File: config.mk
export PLATFORM = sky130hd
export DESIGN_NAME = result_unloader
export DESIGN_NICKNAME = d
export VERILOG_FILES = /design/src/rtl/result_unloader.sv
export SDC_FILE = /design/constraint.sdc
export NUM_CORES = 1
export LEC_CHECK = 0
export BUFFER_PORTS_ARGS = -buffer_cell sky130_fd_sc_hd__buf_2
export CORE_UTILIZATION = 24
export CTS_BUF_LIST = sky130_fd_sc_hd__clkbuf_4 sky130_fd_sc_hd__clkbuf_8 sky130_fd_sc_hd__clkbuf_16
export CTS_CLUSTER_SIZE = 10
export DETAILED_ROUTE_END_ITERATION = 8
export SLEW_MARGIN = 20
export SYNTH_ARGS = -nofsm -noshare
export SYNTH_HDL_FRONTEND = slang
export SYNTH_SLANG_ARGS = --single-unit
File: constraint.sdc
create_clock -name clk -period 6.11 [get_ports clk]
set_clock_uncertainty 0.1 [all_clocks]
set_input_delay 0.9165 -clock clk [delete_from_list [all_inputs] [get_ports clk]]
set_output_delay 0.9165 -clock clk [all_outputs]
set_load 0.01 [all_outputs]
File: src/rtl/result_unloader.sv
`timescale 1ns/1ps
// Drains 18-bit accumulated results from the result memory and streams them
// to the host as bytes, least-significant byte first, over valid/ready.
module result_unloader #(
   parameter int DATA_WIDTH = 8,
   parameter int m          = 8,
   parameter int n          = 8,
   parameter int WORD_WIDTH = 2*DATA_WIDTH+2
) (
   input  logic                  clk,
   input  logic                  rst,
   input  logic                  start,
   input  logic [m+n-1:0]        base_addr,
   input  logic [m+n-1:0]        word_count,
   output logic                  mem_en,
   output logic                  mem_rd_en,
   output logic [m+n-1:0]        mem_addr,
   input  logic [WORD_WIDTH-1:0] mem_data,
   output logic [DATA_WIDTH-1:0] data_out,
   output logic                  out_valid,
   input  logic                  out_ready,
   output logic                  busy,
   output logic                  done
);

   localparam int AW   = m + n;
   localparam int SH_W = 3 * DATA_WIDTH;

   localparam logic [2:0] S_IDLE = 3'd0;
   localparam logic [2:0] S_READ = 3'd1;
   localparam logic [2:0] S_WAIT = 3'd2;
   localparam logic [2:0] S_SEND = 3'd3;
   localparam logic [2:0] S_DONE = 3'd4;

   logic [2:0]      state_q,     state_d;
   logic [AW-1:0]   addr_q,      addr_d;
   logic [AW-1:0]   remaining_q, remaining_d;
   logic [SH_W-1:0] shift_q,     shift_d;
   logic [1:0]      byte_idx_q,  byte_idx_d;

   always_comb begin
      state_d     = state_q;
      addr_d      = addr_q;
      remaining_d = remaining_q;
      shift_d     = shift_q;
      byte_idx_d  = byte_idx_q;
      case (state_q)
         S_IDLE: begin
            if (start) begin
               addr_d      = base_addr;
               remaining_d = word_count;
               state_d     = (word_count == '0) ? S_DONE : S_READ;
            end
         end
         S_READ: state_d = S_WAIT;
         S_WAIT: begin
            shift_d    = SH_W'(mem_data);
            byte_idx_d = 2'd0;
            state_d    = S_SEND;
         end
         S_SEND: begin
            if (out_ready) begin
               if (byte_idx_q != 2'd2) begin
                  shift_d    = shift_q >> DATA_WIDTH;
                  byte_idx_d = byte_idx_q + 2'd1;
               end else begin
                  // remaining_q==1 means this handshake retires the final word
                  remaining_d = remaining_q - 1'b1;
                  addr_d      = addr_q + 1'b1;
                  state_d     = (remaining_q == AW'(1)) ? S_DONE : S_READ;
               end
            end
         end
         S_DONE:  state_d = S_IDLE;
         default: state_d = S_IDLE;
      endcase
   end

   always_ff @(posedge clk) begin
      if (rst) begin
         state_q     <= S_IDLE;
         addr_q      <= '0;
         remaining_q <= '0;
         shift_q     <= '0;
         byte_idx_q  <= '0;
      end else begin
         state_q     <= state_d;
         addr_q      <= addr_d;
         remaining_q <= remaining_d;
         shift_q     <= shift_d;
         byte_idx_q  <= byte_idx_d;
      end
   end

   // All outputs decode from registered state, so out_valid never sees out_ready
   always_comb begin
      mem_en    = (state_q == S_READ);
      mem_rd_en = (state_q == S_READ);
      mem_addr  = (state_q == S_READ) ? addr_q : '0;
      out_valid = (state_q == S_SEND);
      data_out  = (state_q == S_SEND) ? shift_q[DATA_WIDTH-1:0] : '0;
      busy      = (state_q == S_READ) || (state_q == S_WAIT) || (state_q == S_SEND);
      done      = (state_q == S_DONE);
   end

endmodule
==> results of run 1 <==
## registers in the layout, indices dropped and copies added (netlist names)
register / flops
state_q: 3
remaining_q: 16
addr_q: 16
shift_q: 18
byte_idx_q: 2
## area by class of cell
cell class	instances	area [um2]	share of cell area, %
multi-input cells	327	1930	49.8
well taps	176	220	5.69
clock buffers	5	125	3.23
inverters	8	30.0	0.776
repair buffers	87	448	11.6
clock inverters	3	20.0	0.517
flip-flops and latches	55	1100	28.4
## cell families after synthesis
family | count (synthesis) | synth area share [%]
mux | 3 | 0.967
fa+ha+maj | 4 | 1.55
compound gates | 121 | 24.6
buf+inv | 41 | 6.46
flops | 55 | 34.1
simple gates | 199 | 32.4
## how the worst min path moves through the flow
stage	start	end	slack (ns)	depth (start not counted)
3_5_place_dp	shift_q[8]$_SDFFE_PP0P_	shift_q[0]$_SDFFE_PP0P_	0.37	2
6_report	shift_q[17]$_SDFFE_PP0P_	shift_q[9]$_SDFFE_PP0P_	0.38	2
2_1_floorplan	remaining_q[12]$_SDFFE_PP0P_	remaining_q[12]$_SDFFE_PP0P_	0.35	2
4_1_cts	shift_q[8]$_SDFFE_PP0P_	shift_q[0]$_SDFFE_PP0P_	0.39	2
5_1_grt	shift_q[15]$_SDFFE_PP0P_	shift_q[7]$_SDFFE_PP0P_	0.41	2
3_3_place_gp	shift_q[8]$_SDFFE_PP0P_	shift_q[0]$_SDFFE_PP0P_	0.37	2
## through the flow
step	hold slack (ns)	util (%)	instance area, um2
detailed placement	0.375	28.2	3730
finish	0.382	29.3	3870
global route	0.406	29.3	3870
floorplan	0.348	-	3230
CTS	0.386	29.3	3870
global placement	0.365	28.2	3730
## cells in the mapped netlist, types with 3 or more instances
cell type | number | area, um2
nor3b_1 | 4 | 30.0
nor4_1 | 14 | 87.6
o211ai_1 | 3 | 22.5
nand2_1 | 46 | 173
a311oi_1 | 12 | 105
or4_1 | 5 | 37.5
a21oi_1 | 28 | 140
a31oi_1 | 8 | 50.1
inv_1 | 6 | 22.5
nor2_1 | 40 | 150
nand2b_1 | 3 | 18.8
nand4_1 | 7 | 43.8
nand3_1 | 10 | 50.1
a32o_1 | 4 | 40.0
or3_1 | 4 | 25.0
and2_1 | 35 | 219
o21a_1 | 5 | 37.5
clkbuf_1 | 23 | 86.3
o31ai_1 | 4 | 30.0
clkbuf_8 | 4 | 55.1
ha_1 | 4 | 50.1
dfxtp_1 | 55 | 1100
a22oi_1 | 9 | 67.6
buf_2 | 3 | 15.0
o21ai_0 | 30 | 150
nor3_1 | 16 | 80.1
## routing by layer
layer	up-vias	track usage, %
met5	-	0
met4	0	3.53
met3	10	2.96
met2	120	21.6
met1	1536	19.1
li1	1674	-
## worst reg2reg max path, stage by stage (launching register included)
cell,delay (ns)
dfxtp_1,0.50
nand3b_1,0.16
buf_4,0.53
clkinv_1,0.18
buf_4,0.31
or3_1,0.46
o2111a_1,0.14
## placed cells by master, fill, tap and decap left out, types with 7 or more instances in the layout
cell	instances
a21oi_1	27
nor3_1	16
nor4_1	14
nand4_1	7
nand3_1	10
buf_2	82
and2_1	35
dfxtp_1	55
a22oi_1	9
nor2_1	40
a311oi_1	12
nand2_1	46
a31oi_1	8
o21ai_0	30
## power by group
part,total [mW],internal [mW],switching [mW]
clock,0.291,0.152,0.139
sequential,0.419,0.388,0.0306
combinational,0.195,0.0779,0.117
==> impl_metrics.env, run 1 <==
export IMPL_max_freq_mhz=295
export IMPL_drt_pass1_iterations=4
export IMPL_peakVddDrop_mv=0.110
export IMPL_hp_class="flop to flop"
export IMPL_synth_area_um2=3230
export IMPL_vias=3340
export IMPL_crit_type="flop to output port"
export IMPL_cts_tree="yes"
export IMPL_worstSetupPathDepth=6
export IMPL_end_kind="output port"
export IMPL_antenna_found_initial=0
export IMPL_dp_cells=653
export IMPL_pre_cts_ws_ns=3.04
export IMPL_hpwl_um=6680
export IMPL_grt_usage_pct=13.8
export IMPL_met2_wirelength_um=4310
export IMPL_io_buffers=82
export IMPL_syn_area_per_cell_um2=7.64
export IMPL_ctsHtreeMaxLevel=2
export IMPL_required_ns=5.09
export IMPL_postRouteAntennaNets=0
export IMPL_wirelength_met1_um=4730
export IMPL_path_cells="nand3b_1 -> buf_4 -> clkinv_1 -> buf_4 -> and2_1 -> buf_2"
export IMPL_ys_ff_latch=55
export IMPL_r2r_end="addr_q[12]$_SDFFE_PP0P_"
export IMPL_hold_viol_final=0
export IMPL_period_share_pct=55.5
export IMPL_ys_seq_area_share_pct=34.1
export IMPL_max_stage_delay_ns=0.53
export IMPL_setup_worst_path_start="state_q[2]$_SDFFE_PP0P_"
export IMPL_crit_buf_inv=4
export IMPL_nNetsFinal=542
export IMPL_fillerInstances=1434
export IMPL_maxSlewViolCount=0
export IMPL_ff2ff_path_depth=6
export IMPL_cts_resized=0
export IMPL_rrSetupSlack_ns=3.62
export IMPL_top_layer="met4"
export IMPL_n_antenna_cell=0
export IMPL_synth_edf_count=0
export IMPL_core_area_um2=13200
export IMPL_drt_iter0_drc=265
export IMPL_rsz0062_at_grt="false"
export IMPL_period_minus_slack_ns=3.39
export IMPL_timing_rr_start="state_q[2]$_SDFFE_PP0P_"
export IMPL_setup_viol=0
export IMPL_yosysWarnings=0
export IMPL_wl_met3_um=471
export IMPL_die_h_um=118
export IMPL_crit_family="buffers and inverters"
export IMPL_insertion_delay_ns=0.29
export IMPL_post_cts_setup_buffers=0
export IMPL_maxCapViolations=0
export IMPL_startpoint_type="flop"
export IMPL_wirelength_um=9610
export IMPL_syn_num_nets=481
export IMPL_synth_ff_type="dfxtp_1"
export IMPL_cts_sinks=55
export IMPL_cpMostUsedCell="buf_4"
export IMPL_cts_hold_buffers=0
export IMPL_initial_core_util_pct=24.5
export IMPL_fin_cells=661
export IMPL_ys_types=59
export IMPL_syn_inst=423
export IMPL_wl_per_cell_um=14.5
export IMPL_p_leak_nw=1.49
export IMPL_async_flop_share_pct=0
export IMPL_viasPerCell=5.05
export IMPL_numCtsBuffers=5
export IMPL_critPathSlowestCell="buf_4"
export IMPL_final_layout_size_suffix_gt1_share_pct=21.9
export IMPL_gp_congestion=0.852
export IMPL_num_rows=42
export IMPL_worstMarginPinSlew_ns=0.991
export IMPL_dieArea_um2=13900
export IMPL_status="completed"
export IMPL_slew_headroom_pct=33.9
export IMPL_endpoint="data_out[3]"
export IMPL_grt_pass1_wl_um=15700
export IMPL_grt_pass1_vias=3115
export IMPL_grt_start_max_net_pins=70
export IMPL_die_w_um=118
export IMPL_fin_tns_setup_ns=0
export IMPL_io_pins=83
export IMPL_worstPathArrival_ns=2.37
export IMPL_clk_pin_slew_worst_paths_ns=0.07
export IMPL_finalPower_mw=0.905
export IMPL_cts_root_buffer="clkbuf_16"
export IMPL_setup_ws_ns=2.72
export IMPL_crit_fanout=69
export IMPL_gr_total_overflow=0
export IMPL_cts_buffer_depth=2
export IMPL_p_per_area_nw_per_um2=234
export IMPL_post_route_drc_count=0
export IMPL_synthToLayoutAreaGrowth_pct=19.7
(Power assumes the default switching activity.)
==> run 2, diff against run 1 <==
- clock period: 6.11 -> 3.4 ns (I/O delays scaled with it)
==> run 2 against run 1 <==
- combinational power rose by 78%
- design area grew 0.19%
- die area stayed put
- setup slack lost 1.7 ns
- largest cell class unchanged
==> impl_metrics.env, run 2 (same netlist as run 1, synthesis figures left out) <==
export IMPL_max_stage_delay_ns=0.50
export IMPL_wl_per_cell_um=14.4
export IMPL_maxSlewViolCount=0
export IMPL_postRouteAntennaNets=0
export IMPL_cts_tree="yes"
export IMPL_rrSetupSlack_ns=1.22
export IMPL_max_freq_mhz=415
export IMPL_fin_tns_setup_ns=0
export IMPL_period_minus_slack_ns=2.41
export IMPL_setup_viol=0
export IMPL_wirelength_um=9560
export IMPL_synthToLayoutAreaGrowth_pct=20.0
export IMPL_drt_pass1_iterations=4
export IMPL_gp_congestion=0.811
export IMPL_crit_fanout=53
export IMPL_worstPathArrival_ns=1.80
export IMPL_fillerInstances=1433
export IMPL_setup_worst_path_start="state_q[0]$_SDFFE_PP0P_"
export IMPL_ctsHtreeMaxLevel=2
export IMPL_rsz0062_at_grt="false"
export IMPL_clk_pin_slew_worst_paths_ns=0.07
export IMPL_hp_start="mem_data[14]"
export IMPL_largest_reg_flops=18
export IMPL_grt_pass1_vias=3147
export IMPL_placed_area_um2=3730
export IMPL_grt_start_max_net_pins=69
export IMPL_insertion_delay_ns=0.29
export IMPL_initial_core_util_pct=24.5
export IMPL_timing_rr_start="remaining_q[0]$_SDFFE_PP0P_"
export IMPL_hp_class="primary input to flop"
export IMPL_final_layout_size_suffix_gt1_share_pct=22.0
export IMPL_hold_depth=3
export IMPL_viasPerCell=5.07
export IMPL_nNetsFinal=543
export IMPL_hold_viol_final=0
export IMPL_grt_usage_pct=14.0
export IMPL_vias=3358
export IMPL_post_route_drc_count=0
export IMPL_cts_sinks=55
export IMPL_io_buffers=82
export IMPL_dp_cells=654
export IMPL_gr_total_overflow=0
export IMPL_seq_area_um2=1100
export IMPL_grt_pass1_wl_um=15700
export IMPL_num_rows=42
export IMPL_hpwl_um=6700
export IMPL_post_route_util_pct=29.4
export IMPL_drt_iter0_drc=183
export IMPL_cts_resized=0
export IMPL_maxCapViolations=0
export IMPL_antenna_found_initial=0
export IMPL_p_per_area_nw_per_um2=418
export IMPL_fin_cells=662
export IMPL_critPathSlowestCell="dfxtp_1"
export IMPL_crit_type="flop to output port"
export IMPL_crit_family="buffers and inverters"
export IMPL_cts_root_buffer="clkbuf_16"
export IMPL_core_area_um2=13200
export IMPL_numCtsBuffers=5
export IMPL_status="completed"
export IMPL_peakVddDrop_mv=0.182
export IMPL_multi_input_area_um2=1930
export IMPL_regMostFlops="shift_q"
export IMPL_top_regs="shift_q x18, addr_q x16, remaining_q x16"
export IMPL_cts_hold_buffers=0
export IMPL_period_share_pct=71.0
export IMPL_end_kind="output port"
export IMPL_io_pins=83
export IMPL_cts_buffer_depth=2
export IMPL_startpoint_type="flop"
export IMPL_slew_headroom_pct=48.3
export IMPL_r2r_end="remaining_q[14]$_SDFFE_PP0P_"
export IMPL_required_ns=2.79
export IMPL_post_cts_setup_buffers=0
export IMPL_worstMarginPinSlew_ns=0.765
export IMPL_die_w_um=118
export IMPL_n_antenna_cell=0
export IMPL_min_to="shift_q[14]$_SDFFE_PP0P_"
export IMPL_p_leak_nw=1.50
export IMPL_die_h_um=118
export IMPL_path_cells="nand3b_1 -> clkinv_1 -> buf_4 -> and2_1 -> buf_2"
export IMPL_dieArea_um2=13900
export IMPL_layout_commonest_cell="buf_2"
export IMPL_mostFrequentLayoutCells="buf_2, dfxtp_1, nand2_1"
export IMPL_ff2ff_path_depth=6
export IMPL_crit_buf_inv=3
export IMPL_final_area_um2=3880
-- run 2: metal layers --
| layer | wire length, um | track usage, % | vias up |
|---|---|---|---|
| met5 | 0 | 0 | - |
| met1 | 4600 | 18.9 | 1566 |
| met3 | 539 | 3.00 | 10 |
| met4 | 114 | 4.65 | 0 |
| li1 | - | - | 1675 |
| met2 | 4310 | 21.8 | 107 |
-- run 2: worst reg2reg max path, stage by stage (launching register included) --
cell     delay (ns)
dfxtp_1        0.35
inv_1          0.09
ha_1           0.22
or4b_2         0.73
nor4_1         0.21
o21ai_0        0.11
a32o_1         0.28
-- run 2: report_power, final --
group	total (mW)	internal [mW]	leakage, nW	switching [mW]
logic	0.347	0.140	0.983	0.207
clock network	0.520	0.281	0.0703	0.239
registers	0.756	0.698	0.451	0.0577
-- run 2: layout make-up --
class                   count  share of cell area (%)
clock buffers               6                    3.42
flip-flops and latches     55                    28.4
multi-input cells         327                    49.7
clock inverters             2                   0.323
inverters                   8                   0.774
repair buffers             88                    11.7
well taps                 176                    5.68
-- run 2: how the worst max path moves through the flow --
| stage | endpoint | slack, ns | cells after the start |
|---|---|---|---|
| global route | data_out[7] | 0.84 | 5 |
| global placement | addr_q[15]$_SDFFE_PP0P_ | 1.12 | 5 |
| CTS | data_out[7] | 0.98 | 5 |
| finish | data_out[7] | 0.99 | 5 |
| detailed placement | addr_q[15]$_SDFFE_PP0P_ | 1.12 | 5 |
| floorplan | mem_addr[10] | 1.30 | 4 |
-- run 2: per-stage QoR --
stage | power [mW] | setup WS (ns) | hold WS [ns]
after floorplan | 1.00 | 1.30 | 0.348
after global placement | 1.11 | 1.12 | 0.360
after detailed placement | 1.12 | 1.12 | 0.370
after CTS | 1.65 | 0.977 | 0.364
after global routing | 1.72 | 0.842 | 0.372
final | 1.62 | 0.988 | 0.373
